==> config.mk <==
export PLATFORM = sky130hd
export DESIGN_NAME = id_ex_reg
export DESIGN_NICKNAME = d
export VERILOG_FILES = /design/src/rtl/id_ex_reg.sv
export SDC_FILE = /design/constraint.sdc
export NUM_CORES = 1
export LEC_CHECK = 0
export CAP_MARGIN = 10
export CELL_PAD_IN_SITES_DETAIL_PLACEMENT = 1
export CELL_PAD_IN_SITES_GLOBAL_PLACEMENT = 1
export CORE_ASPECT_RATIO = 1.2
export CORE_UTILIZATION = 28
export CTS_CLUSTER_DIAMETER = 60
export DETAILED_ROUTE_END_ITERATION = 8
export HOLD_SLACK_MARGIN = 0.05
export PLACE_DENSITY_LB_ADDON = 0.1
export SKIP_CTS_REPAIR_TIMING = 1
export SLEW_MARGIN = 20
export SYNTH_ARGS = -nofsm -noshare
export SYNTH_HDL_FRONTEND = slang
export SYNTH_SLANG_ARGS = --single-unit
==> constraint.sdc <==
create_clock -name CLK -period 6.4 [get_ports CLK]
set_input_delay 1.28 -clock CLK [delete_from_list [all_inputs] [get_ports CLK]]
set_output_delay 1.28 -clock CLK [all_outputs]
set_load 0.01 [all_outputs]
==> src/rtl/id_ex_reg.sv <==
// ID/EX pipeline register with load-use hazard detection and a saturating
// count of the bubbles it inserts.
module id_ex_reg #(
  parameter int XLEN = 32,
  parameter int CNTW = 16
) (
  input  logic            CLK,
  input  logic            RST,
  input  logic            flush,
  input  logic            id_valid,
  input  logic [4:0]      id_rs1,
  input  logic [4:0]      id_rs2,
  input  logic [4:0]      id_rd,
  input  logic [7:0]      id_ctrl,
  input  logic [XLEN-1:0] id_pc,
  input  logic [XLEN-1:0] id_rs1data,
  input  logic [XLEN-1:0] id_rs2data,
  input  logic [XLEN-1:0] id_imm,
  output logic            ex_valid,
  output logic [4:0]      ex_rs1,
  output logic [4:0]      ex_rs2,
  output logic [4:0]      ex_rd,
  output logic [7:0]      ex_ctrl,
  output logic [XLEN-1:0] ex_pc,
  output logic [XLEN-1:0] ex_rs1data,
  output logic [XLEN-1:0] ex_rs2data,
  output logic [XLEN-1:0] ex_imm,
  output logic            stall,
  output logic [CNTW-1:0] stall_cnt
);

  logic ex_is_load;
  logic dep_rs1;
  logic dep_rs2;

  // A flush wins over the hazard: the dependent instruction is squashed anyway.
  always_comb begin
    ex_is_load = ex_valid & ex_ctrl[1] & (ex_rd != 5'd0);
    dep_rs1    = (ex_rd == id_rs1) & id_ctrl[3];
    dep_rs2    = (ex_rd == id_rs2) & id_ctrl[4];
    stall      = ex_is_load & id_valid & ~flush & (dep_rs1 | dep_rs2);
  end

  always_ff @(posedge CLK) begin
    if (RST || flush || stall || !id_valid) begin
      ex_valid   <= 1'b0;
      ex_rs1     <= '0;
      ex_rs2     <= '0;
      ex_rd      <= '0;
      ex_ctrl    <= '0;
      ex_pc      <= '0;
      ex_rs1data <= '0;
      ex_rs2data <= '0;
      ex_imm     <= '0;
    end else begin
      ex_valid   <= 1'b1;
      ex_rs1     <= id_rs1;
      ex_rs2     <= id_rs2;
      ex_rd      <= id_rd;
      ex_ctrl    <= id_ctrl;
      ex_pc      <= id_pc;
      ex_rs1data <= id_rs1data;
      ex_rs2data <= id_rs2data;
      ex_imm     <= id_imm;
    end
  end

  always_ff @(posedge CLK) begin
    if (RST) begin
      stall_cnt <= '0;
    end else if (stall && (stall_cnt != '1)) begin
      stall_cnt <= stall_cnt + {{(CNTW-1){1'b0}}, 1'b1};
    end
  end

endmodule

======== After elaboration in Yosys (flattened, before gate mapping) ========
Cells that the tools add are included.
storage, ports and cells
  bits in registers ....................... 168
  input bits .............................. 155
  word-level logic and storage cells ...... 30
operators by class
  add/sub/neg operators ................... 1
  eq/ne operators ......................... 3
  multiplexer cells ....................... 1
  bitwise gates (word level) .............. 9
  reduce and logical (&&, ||, !) cells .... 6
operators by type and width
  kind                                            number
  adder 16 x 1 -> 16 bit (second input constant)  1
  != test 16 bit (second input constant)          1
  == test 5 bit                                   2
  AND 1 bit                                       7
  nonzero test 5 bit                              1
  logical OR 1 bit                                3
  logical AND 1 bit                               1
  zero test 1 bit                                 1
  two-way mux 1 bit                               1
  inverter 1 bit                                  1
  OR 1 bit                                        1

======== Longest topological paths before layout ========
Gate-level depths: netlist of run 1.
  depth in word-level cells ............... 8
  gate-level depth with buffers ........... 7
  depth with buffers taken out ............ 6

======== Least setup slack after synthesis of run 1 ========
Ideal clock, no wire load.
  kind .................................... input-to-output
  start point ............................. input id_rs2[4]
  end point ............................... output stall
  data arrival time ....................... 2.208 ns
  data required time ...................... 5.120 ns
  setup slack ............................. 2.912 ns
  stages .................................. 5
  buffers on the path ..................... 1
  path through ............................ xor2_1 -> nor4_1 -> a32oi_1 -> buf_2 -> nor2_1
on the way
  word-level cells in the longest chain between the ends .. 4
ends and longest elaborated chain
  what                RTL line  source
  start: declaration  12        input logic [4:0] id_rs2,
  == test 5 bit       40        dep_rs2 = (ex_rd == id_rs2) & id_ctrl[4];
  AND 1 bit           40
  OR 1 bit            41        stall = ex_is_load & id_valid & ~flush & (dep_rs1 | dep_rs2);
  AND 1 bit           41
  end: declaration    28        output logic stall,
Every way passes these cells.

======== Final worst setup path of run 1 ========
Same ends and word-level chain as after synthesis.

==> parameters.txt, run 1 <==
Parameter                              Value

Clock tree
  Clock Tree Root ... clkbuf_16
  Num Clock Sinks ... 168
  Clock-pin transition on the worst setup and hold timing paths ... roughly 0.060 ns
  CTS tree ... built
  TritonCTS buffer count ... 17
  Source-to-sink clock delay at the later pin of the worst-skew pair ... 0.42 ns
  Buffer levels on the longest clock path ... 2
  CTS H-tree depth ... 4

Power and ir drop
  Worst vdd rail ir drop ... 166 uV
  Leakage ... 0.00350 uW
  P per Cell Area ... 249 mW/mm^2

Die
  Floorplan Core Area ... 0.0178 sq mm
  Horizontal die dimension ... 126 microns
  Area of the die ... 0.0189 sq mm
  Vertical extent of the die ... 150 microns
  Initial cell density of the core ... 28.9%
  # rows ... 53
  I/O pin total ... 324

Routing
  Post-route ant nets ... 0
  Total Wirelength ... 17200 microns
  Post-detailed-route wirelength per cell ... 17.3 microns
  First drt pass iteration count ... 4
  Drt initial violations ... between 150 and 200
  Post-detailed-route DRC marker count ... 0
  Vias after detailed routing ... between 4000 and 5000
  Vias per std cell ... 4.29

Placement
  Dpl hpwl ... 13100 microns
  Routability Congestion ... between 0.7 and 0.8
  Input/output buffers ... 323

Worst setup path
  Critical-path cell with the highest stage delay ... clkdlybuf4s50_1
  Chain of cells forming the critical path ... clkdlybuf4s50_1 > xor2_1 > nor4_1 > a32oi_1 > buf_4 > nor2_1 > clkdlybuf4s50_1
  Most frequent cell on the critical path ... clkdlybuf4s50_1
  Req. time, crit path ... 5.12 ns
  Worst Setup Start Kind ... input port
  Maximum cell stage delay along the critical path ... approximately 0.55 ns
  Arr. time, crit path ... 3.26 ns
  Largest fanout on the critical path ... 22
  Kind of capture point of the worst setup path ... output port
  Type of the worst setup path ... in -> out

Yosys
  Synthesized net count ... 598
  Cells after Synth ... between 400 and 500
  Ranking of synthesized cells by area ... dfxtp_1 (65%), and2_1 (18%), mux2_1 (1.5%)
  Ys Warns ... 0
  Combined area of all synthesized cells ... 0.00514 sq mm
  Synth cell types ... 36
  Number of flip-flops and latches in the synthesized netlist ... 168
  Synth area leader ... dfxtp_1
  Sequential area share after synthesis ... 65.4%
  Area fraction of the dominant cell type after synthesis ... 65.4%
  Mean instance size in the synthesized netlist ... roughly 12 sq um

Finish
  Leading cell type in the layout, fill and taps excluded ... clkdlybuf4s50_1
  Highest-count cells in the layout ignoring fill and taps ... clkdlybuf4s50_1 (323), dfxtp_1 (168), and2_1 (152), clkbuf_16 (17), nor2_1 (14)
  Share of final-layout standard cells stronger than drive strength 1 ... 5.53%
  Syn-to-layout area delta ... 77.4%
  Multi-input logic area ... roughly 0.0017 sq mm
  Final-stage net count ... 921
  FF/Latch Area ... approximately 0.0034 sq mm
  Inserted Diodes ... 0
  Number of filler instances in the final layout ... between 1500 and 2000
  Share of the core filled with cells in the final layout ... 51.4%

Timing
  Hold violation total from the final report ... 0
  Final worst path period need ... 4.54 ns
  Maximum achievable frequency ... 220 MHz
  Worst slew slack as a fraction of its limit ... 31.0%
  Unrepaired setup endpoints after global routing ... false
  Share of the clock period used by the worst path ... 70.9%
  Final total negative setup slack ... 0 ns
  Endpoints failing setup ... 0
  Number of slew-limit violations in the final report ... 0
  Worst setup skew after layout ... approximately 0.011 ns
  Slew at the pin closest to its max-slew limit ... ~1.0 ns

GRT
  Overall routing resource usage ... around 18%
  Largest net degree at the start of global routing ... 122
  Grt total ovfl ... 0
  First-pass GRT wire length ... 25600 microns
  Number of antenna violations at the first check in global routing ... 0
  Number of global-route vias before repair ... roughly 4500

Flow run
  Number of max-cap violations ... 0

Status
  Status ... finished clean

Hold path
  Worst hold path type ... reg -> reg
-- routing by layer --
metal	track usage [%]	part of all wire [%]	vias to the layer above	wire, microns
met5	0	0	-	0
met4	7.65	1.7	0	298
met3	7.00	8.9	18	1530
met2	34.1	54	197	9360
met1	18.0	35	1998	6060
li1	-	-	2062	-
-- cells in the mapped netlist --
cell type,number
ha_1,1
nand4_1,5
inv_1,3
clkbuf_1,8
a32oi_1,1
mux2_2,3
nor3_1,3
and2_1,152
buf_2,3
buf_6,1
o21ai_0,2
nand2_1,6
buf_4,9
o2111ai_2,1
o41ai_2,1
nor4_1,8
dfxtp_1,168
o311ai_0,1
o2111a_1,1
nand3_1,5
or4_4,1
o41ai_1,1
o31ai_1,3
or2_2,1
xnor2_1,2
nor4b_2,1
mux2_1,7
o211a_4,1
a21oi_1,4
nor2_1,14
nor2b_1,10
or4_1,4
xor2_1,8
nor2_2,1
mux2i_1,1
or3_1,1
-- final cells by class --
type	count	share of cell area [%]
Sequential cell	168	36.9
Timing Repair Buffer	325	35.6
Multi-Input combinational cell	250	18.2
Clock buffer	19	4.96
Tap cell	220	3.02
Clock inverter	12	1.29
Inverter	3	0.123
-- kinds of logic (layout without fill, tap and decap cells) --
group,count (synthesis),count (layout),share of synthesized area [%]
multiplexers,11,11,2.38
adder cells (fa/ha/maj),1,1,0.243
AND/OR/NAND/NOR,212,212,25.0
XOR/XNOR,10,10,1.70
flip-flops,168,168,65.4
buffers and inverters,24,359,2.63
AO/OA/AOI/OAI,16,16,2.70
-- final timing paths --
check                                  start                    endpoint  slack [ns]  cells after the start
setup / recovery                   id_rs2[4]                       stall        1.86                      7
hold / removal    stall_cnt[14]$_SDFFE_PP0P_  stall_cnt[14]$_SDFFE_PP0P_        0.52                      2
setup reg to reg         ex_rd[0]$_SDFF_PP0_       ex_imm[26]$_SDFF_PP0_        3.54                      7
hold reg to reg   stall_cnt[14]$_SDFFE_PP0P_  stall_cnt[14]$_SDFFE_PP0P_        0.52                      2
-- where the power goes --
part	switching, uW	internal, uW	total, uW
clock	436	561	997
sequential	8.35	1070	1080
combinational	59.8	139	199
-- state kept, by name, summed over array words and instances (netlist names) --
name	count
ex_ctrl	8
ex_imm	32
ex_pc	32
ex_rd	5
ex_rs1	5
ex_rs1data	32
ex_rs2	5
ex_rs2data	32
ex_valid	1
stall_cnt	16
-- metrics by stage --
stage / cell area, sq um / power, uW / hold WS [ns] / setup slack (ns) / std cells
2_1_floorplan: 5140 / 1150 / 0.518 / 2.91 / 442
3_3_place_gp: 8540 / 1300 / 0.500 / 1.84 / 966
3_5_place_dp: 8560 / 1300 / 0.516 / 1.85 / 966
4_1_cts: 9130 / 2310 / 0.530 / 1.84 / 997
5_1_grt: 9130 / 2360 / 0.552 / 1.72 / 997
6_report: 9130 / 2270 / 0.525 / 1.86 / 997
-- worst max-delay path, delay by kind of cell --
kind / cells / cell delay [ns]
compound gates: 1 / 0.17
buf+inv: 3 / 1.23
xor+xnor: 1 / 0.17
simple gates: 2 / 0.41
No activity file was read; power rests on OpenSTA's default activity.
==> inputs of run 2 (changes only) <==
--- a/config.mk
+++ b/config.mk
@@ -9,7 +9,7 @@
 export CELL_PAD_IN_SITES_DETAIL_PLACEMENT = 1
 export CELL_PAD_IN_SITES_GLOBAL_PLACEMENT = 1
 export CORE_ASPECT_RATIO = 1.2
-export CORE_UTILIZATION = 28
+export CORE_UTILIZATION = 24
 export CTS_CLUSTER_DIAMETER = 60
 export DETAILED_ROUTE_END_ITERATION = 8
 export HOLD_SLACK_MARGIN = 0.05
==> constraint.sdc (replaced) <==
create_clock -name CLK -period 3.7 [get_ports CLK]
set_input_delay 0.74 -clock CLK [delete_from_list [all_inputs] [get_ports CLK]]
set_output_delay 0.74 -clock CLK [all_outputs]
set_load 0.01 [all_outputs]
==> run 2 against run 1 <==
Against the previous run:
- via count shrank 0.63%
- design area grew 1.6%
- combinational power grew 73%
- sequential power grew 73%
- largest cell class unchanged
- worst hold slack gained 0.0017 ns
==> parameters.txt, run 2 (synthesized netlist as in run 1, its figures left out) <==
Parameter                              Value

Status
  Status ... finished clean

Die
  I/O pin total ... 324
  Area of the die ... 0.0220 sq mm
  # rows ... 58
  Floorplan Core Area ... 0.0210 sq mm
  Horizontal die dimension ... 136 microns
  Vertical extent of the die ... 162 microns
  Initial cell density of the core ... between 20 and 25%

Clock tree
  Source-to-sink clock delay at the later pin of the worst-skew pair ... 0.43 ns
  CTS tree ... built
  Num Clock Sinks ... between 150 and 200
  Clock Tree Root ... clkbuf_16
  CTS H-tree depth ... 4
  Clock-pin transition on the worst setup and hold timing paths ... 0.06 ns
  TritonCTS buffer count ... 17
  Buffer levels on the longest clock path ... 2

Placement
  Routability Congestion ... 0.743
  Post-DP Area ... 0.00865 sq mm
  Pre-CTS setup slack ... 0.413 ns
  Dpl hpwl ... 13200 microns
  Input/output buffers ... 323

Timing
  Worst slew slack as a fraction of its limit ... 67.6%
  Worst setup margin ... 0.468 ns
  Endpoints failing setup ... 0
  Slew at the pin closest to its max-slew limit ... 0.486 ns
  Maximum achievable frequency ... 309 MHz
  Final worst path period need ... around 3.2 ns
  Final total negative setup slack ... 0 ns
  Hold violation total from the final report ... 0
  Unrepaired setup endpoints after global routing ... false
  Worst setup skew after layout ... 0.0122 ns
  Share of the clock period used by the worst path ... 87.4%
  Number of slew-limit violations in the final report ... 0

Finish
  Syn-to-layout area delta ... 80.2%
  Share of final-layout standard cells stronger than drive strength 1 ... 6.12%
  Share of the core filled with cells in the final layout ... 44.2%
  FF/Latch Area ... 0.00336 sq mm
  Leading cell type in the layout, fill and taps excluded ... clkdlybuf4s50_1
  Number of filler instances in the final layout ... 2245
  Inserted Diodes ... 0
  Highest-count cells in the layout ignoring fill and taps ... clkdlybuf4s50_1 (323), dfxtp_1 (168), and2_1 (152), clkbuf_16 (17), nor2_1 (14)
  Multi-input logic area ... between 0.0015 and 0.002 sq mm
  Final-stage net count ... 927
  Post-route cell area ... 0.00927 sq mm

Worst setup path
  Arr. time, crit path ... between 2 and 2.5 ns
  Type of the worst setup path ... in -> out
  Worst Setup Start Kind ... input port
  Req. time, crit path ... 2.96 ns
  Largest fanout on the critical path ... 2
  Kind of capture point of the worst setup path ... output port

GRT
  Overall routing resource usage ... 15.4%
  First-pass GRT wire length ... 24800 microns
  Number of antenna violations at the first check in global routing ... 2
  Grt total ovfl ... 0
  Number of global-route vias before repair ... 4545
  Largest net degree at the start of global routing ... 53

Power and ir drop
  Relative contribution of combinational cells to total power ... 8.4%
  Portion of total power attributed to sequential cells ... 45.7%
  Final Power ... 4080 uW
  Power Internal ... 3180 uW
  Worst vdd rail ir drop ... a little under 300 uV
  P per Cell Area ... around 440 mW/mm^2
  Switching pwr ... 900 uW
  Clock group share of total power ... 45.9%
  Net switching share of the total power ... 22.0%
  Leakage ... 0.00356 uW

Routing
  Post-detailed-route wirelength per cell ... 16.0 microns
  Post-route ant nets ... 0
  Vias per std cell ... 4.03
  Total Wirelength ... 16800 microns
  Drt initial violations ... 95
  Post-detailed-route DRC marker count ... 0
  Vias after detailed routing ... 4248
  First drt pass iteration count ... 4

Flow run
  Number of max-cap violations ... 0

Hold path
  Worst hold path type ... reg -> reg
## run 2: changes by cell type in the layout (fill, tap and decap cells not counted)
cell	previous run	this run
clkinv_2	2	0
clkbuf_8	2	0
bufinv_16	1	3
clkinvlp_4	3	1
inv_6	4	1
o41ai_2	0	1
clkinv_4	1	4
buf_4	2	8
inv_8	1	4
o41ai_4	1	0
clkbuf_1	0	2
## run 2: area by class of cell
| cell class | count | area share (%) |
|---|---|---|
| multi-input cells | 250 | 17.8 |
| repair buffers | 331 | 35.5 |
| inverters | 3 | 0.121 |
| flip-flops and latches | 168 | 36.3 |
| clock inverters | 13 | 2.01 |
| well taps | 270 | 3.64 |
| clock buffers | 19 | 4.67 |
## run 2: layer usage
layer	share of wire (%)	global-route usage (%)	vias to the layer above
met3	12	8.25	15
li1	-	-	2071
met5	0.065	0	-
met4	1.2	5.52	2
met1	35	14.6	1970
met2	52	27.7	190
## run 2: worst max-delay path, stage by stage
cell             delay [ns]
clkdlybuf4s50_1        0.43
xor2_1                 0.15
nor4_1                 0.30
a32oi_1                0.21
nor2_1                 0.12
clkdlybuf4s50_1        0.54
## run 2: metrics by stage
stage	hold slack (ns)	std cells
after floorplan	0.518	442
after global placement	0.505	1022
after detailed placement	0.519	1022
after CTS	0.529	1054
after global routing	0.543	1054
final	0.526	1054
## run 2: final timing paths
path                                           startpoint                   endpoint  slack [ns]  cells past startpoint
worst max-delay path                            id_rs2[4]                      stall        0.47                      6
worst min-delay path            stall_cnt[1]$_SDFFE_PP0P_  stall_cnt[1]$_SDFFE_PP0P_        0.53                      2
worst max register to register        ex_rd[0]$_SDFF_PP0_        ex_pc[7]$_SDFF_PP0_        1.30                      7
worst min register to register  stall_cnt[1]$_SDFFE_PP0P_  stall_cnt[1]$_SDFFE_PP0P_        0.53                      2
## run 2: power by group through the flow
stage	Sequential (uW)	Clock [uW]	Combinational, uW
5_1_grt	1870	2010	371
6_report	1870	1870	344
4_1_cts	1870	1940	351
3_5_place_dp	1910	0	349
3_3_place_gp	1910	0	344
2_1_floorplan	1930	0	58.7
==> inputs of run 3 (changes only) <==
--- a/config.mk
+++ b/config.mk
@@ -8,10 +8,11 @@
 export CAP_MARGIN = 10
 export CELL_PAD_IN_SITES_DETAIL_PLACEMENT = 1
 export CELL_PAD_IN_SITES_GLOBAL_PLACEMENT = 1
-export CORE_ASPECT_RATIO = 1.2
-export CORE_UTILIZATION = 24
+export CORE_AREA = 2 2 127 129
 export CTS_CLUSTER_DIAMETER = 60
 export DETAILED_ROUTE_END_ITERATION = 8
+export DIE_AREA = 0 0 129 131
+export DONT_BUFFER_PORTS = 1
 export HOLD_SLACK_MARGIN = 0.05
 export PLACE_DENSITY_LB_ADDON = 0.1
 export SKIP_CTS_REPAIR_TIMING = 1
==> run 3 against run 2 <==
Against the previous run:
- clock skew down 0.00067 ns
- core utilization shrank 6.1 points
- register-to-register slack got worse by 0.13 ns
- total power fell by 7.9%
- critical path type is now reg -> out
- largest power group unchanged
==> parameters.txt, run 3 (synthesized netlist as in run 1, its figures left out) <==
Parameter                              Value

GRT
  Grt total ovfl ... 0
  Number of global-route vias before repair ... 3134
  Number of antenna violations at the first check in global routing ... 4
  Largest net degree at the start of global routing ... 78
  First-pass GRT wire length ... 18400 microns
  Overall routing resource usage ... 15.1%

Finish
  Post-route cell area ... a little under 0.006 sq mm
  Share of final-layout standard cells stronger than drive strength 1 ... about a tenth
  Leading cell type in the layout, fill and taps excluded ... dfxtp_1
  Syn-to-layout area delta ... 15.5%
  Share of the core filled with cells in the final layout ... between 30% and 40%
  Final-stage net count ... 599
  Highest-count cells in the layout ignoring fill and taps ... dfxtp_1 (168), and2_1 (152), clkbuf_16 (17), nor2_1 (14), nor2b_1 (10)

Worst setup path
  Maximum cell stage delay along the critical path ... 0.49 ns
  Arr. time, crit path ... 1.96 ns
  Worst R2R Path Depth ... 7
  Largest fanout on the critical path ... 22
  Setup slack of the worst register-to-register path ... 1.17 ns
  Req. time, crit path ... 2.96 ns
  Critical register-to-register path endpoint ... ex_ctrl[1]$_SDFF_PP0_
  CP Buf/Inv Count ... 1
  Critical-path cell with the highest stage delay ... dfxtp_1
  Worst Setup Start Kind ... register
  Capture point of the critical path ... stall
  CP delay by family, top ... simple AND/OR/NAND/NOR gates
  Kind of capture point of the worst setup path ... output port
  Reg-to-reg critical path startpoint ... ex_rd[0]$_SDFF_PP0_
  Instance count on the critical path ... 5
  Chain of cells forming the critical path ... xor2_1 > nor4_1 > a32oi_1 > buf_4 > nor2_1
  Type of the worst setup path ... reg -> out
  Start point of the critical path ... ex_rd[4]$_SDFF_PP0_

Hold path
  Worst hold path type ... in -> reg

Timing
  Unrepaired setup endpoints after global routing ... false
  Worst slew slack as a fraction of its limit ... 56.8%
  Hold violation total from the final report ... 0
  Maximum achievable frequency ... 370 MHz
  Number of slew-limit violations in the final report ... 0
  Final worst path period need ... 2.70 ns
  Worst setup margin ... ~1.0 ns
  Slew at the pin closest to its max-slew limit ... ~0.64 ns
  Endpoints failing setup ... 0
  Worst setup skew after layout ... 0.0115 ns
  Final total negative setup slack ... 0 ns
  Share of the clock period used by the worst path ... 73.1%

Placement
  Input/output buffers ... 0
  Post-DP Area ... around 0.0053 sq mm
  Pre-CTS setup slack ... about 0.9 ns
  Routability Congestion ... 0.727
  Dpl hpwl ... about 10000 microns

Routing
  First drt pass iteration count ... 4
  Post-detailed-route wirelength per cell ... 19.9 microns
  Vias per std cell ... 4.54
  Post-route ant nets ... 0
  Drt initial violations ... 144
  Total Wirelength ... 13400 microns
  Post-detailed-route DRC marker count ... 0
  Vias after detailed routing ... 3058

Clock tree
  Clock Tree Root ... clkbuf_16
  Buffer levels on the longest clock path ... 2
  CTS tree ... built
  Source-to-sink clock delay at the later pin of the worst-skew pair ... 0.42 ns
  TritonCTS buffer count ... 17
  Num Clock Sinks ... 168
  Clock-pin transition on the worst setup and hold timing paths ... about 0.06 ns
  CTS H-tree depth ... 4

Die
  Vertical extent of the die ... about 130 microns
  Area of the die ... 0.0169 sq mm
  Initial cell density of the core ... 33.0%
  Floorplan Core Area ... 0.0156 sq mm
  # rows ... 46
  Horizontal die dimension ... 129 microns
  I/O pin total ... between 300 and 400

Power and ir drop
  P per Cell Area ... 633 mW/mm^2
  Worst vdd rail ir drop ... 304 uV
  Leakage ... 0.00234 uW

Status
  Status ... finished clean

Flow run
  Number of max-cap violations ... 0
==> run 3: how the worst min path moves through the flow <==
| stage | from | endpoint | depth (start not counted) |
|---|---|---|---|
| 4_1_cts | RST | stall_cnt[4]$_SDFFE_PP0P_ | 1 |
| 2_1_floorplan | stall_cnt[1]$_SDFFE_PP0P_ | stall_cnt[1]$_SDFFE_PP0P_ | 2 |
| 6_report | RST | stall_cnt[4]$_SDFFE_PP0P_ | 1 |
| 3_3_place_gp | stall_cnt[1]$_SDFFE_PP0P_ | stall_cnt[1]$_SDFFE_PP0P_ | 2 |
| 5_1_grt | RST | stall_cnt[4]$_SDFFE_PP0P_ | 1 |
| 3_5_place_dp | stall_cnt[2]$_SDFFE_PP0P_ | stall_cnt[2]$_SDFFE_PP0P_ | 2 |
==> run 3: final cells by class <==
type / instances / area [sq um]
multi-input combinational: 250 / 1650
sequential: 168 / 3360
fill: 1677 / 9660
timing repair buffer: 3 / 35.0
inverter: 3 / 11.3
tap: 216 / 270
clock buffer: 19 / 453
antenna: 2 / 5.00
clock inverter: 13 / 158
==> run 3: metal layers <==
layer | GRT usage [%] | up-vias | wire, microns
met2 | 25.4 | 187 | 6870
met5 | 0 | - | 13
met1 | 15.4 | 1432 | 4640
li1 | - | 1423 | -
met3 | 9.04 | 14 | 1670
met4 | 5.82 | 2 | 199
==> run 3: where the power goes <==
group | switching [uW] | internal (uW) | total, uW
combinational | 31.2 | 31.7 | 62.9
clock | 749 | 1050 | 1800
sequential | 46.6 | 1850 | 1900
==> run 3: worst register-to-register path, cell delays in order, from the launching register on <==
cell and delay (ns):
dfxtp_1 0.49, xor2_1 0.23, nor4_1 0.07, a32oi_1 0.24
buf_4 0.29, o211a_4 0.60, buf_12 0.36, and2_1 0.19
==> run 3: through the flow <==
stage	hold slack (ns)	power (uW)	cells
detailed placement	0.586	2010	640
CTS	0.360	3820	672
global route	0.359	3910	673
global placement	0.572	2000	640
floorplan	0.518	1990	442
finish	0.382	3760	674
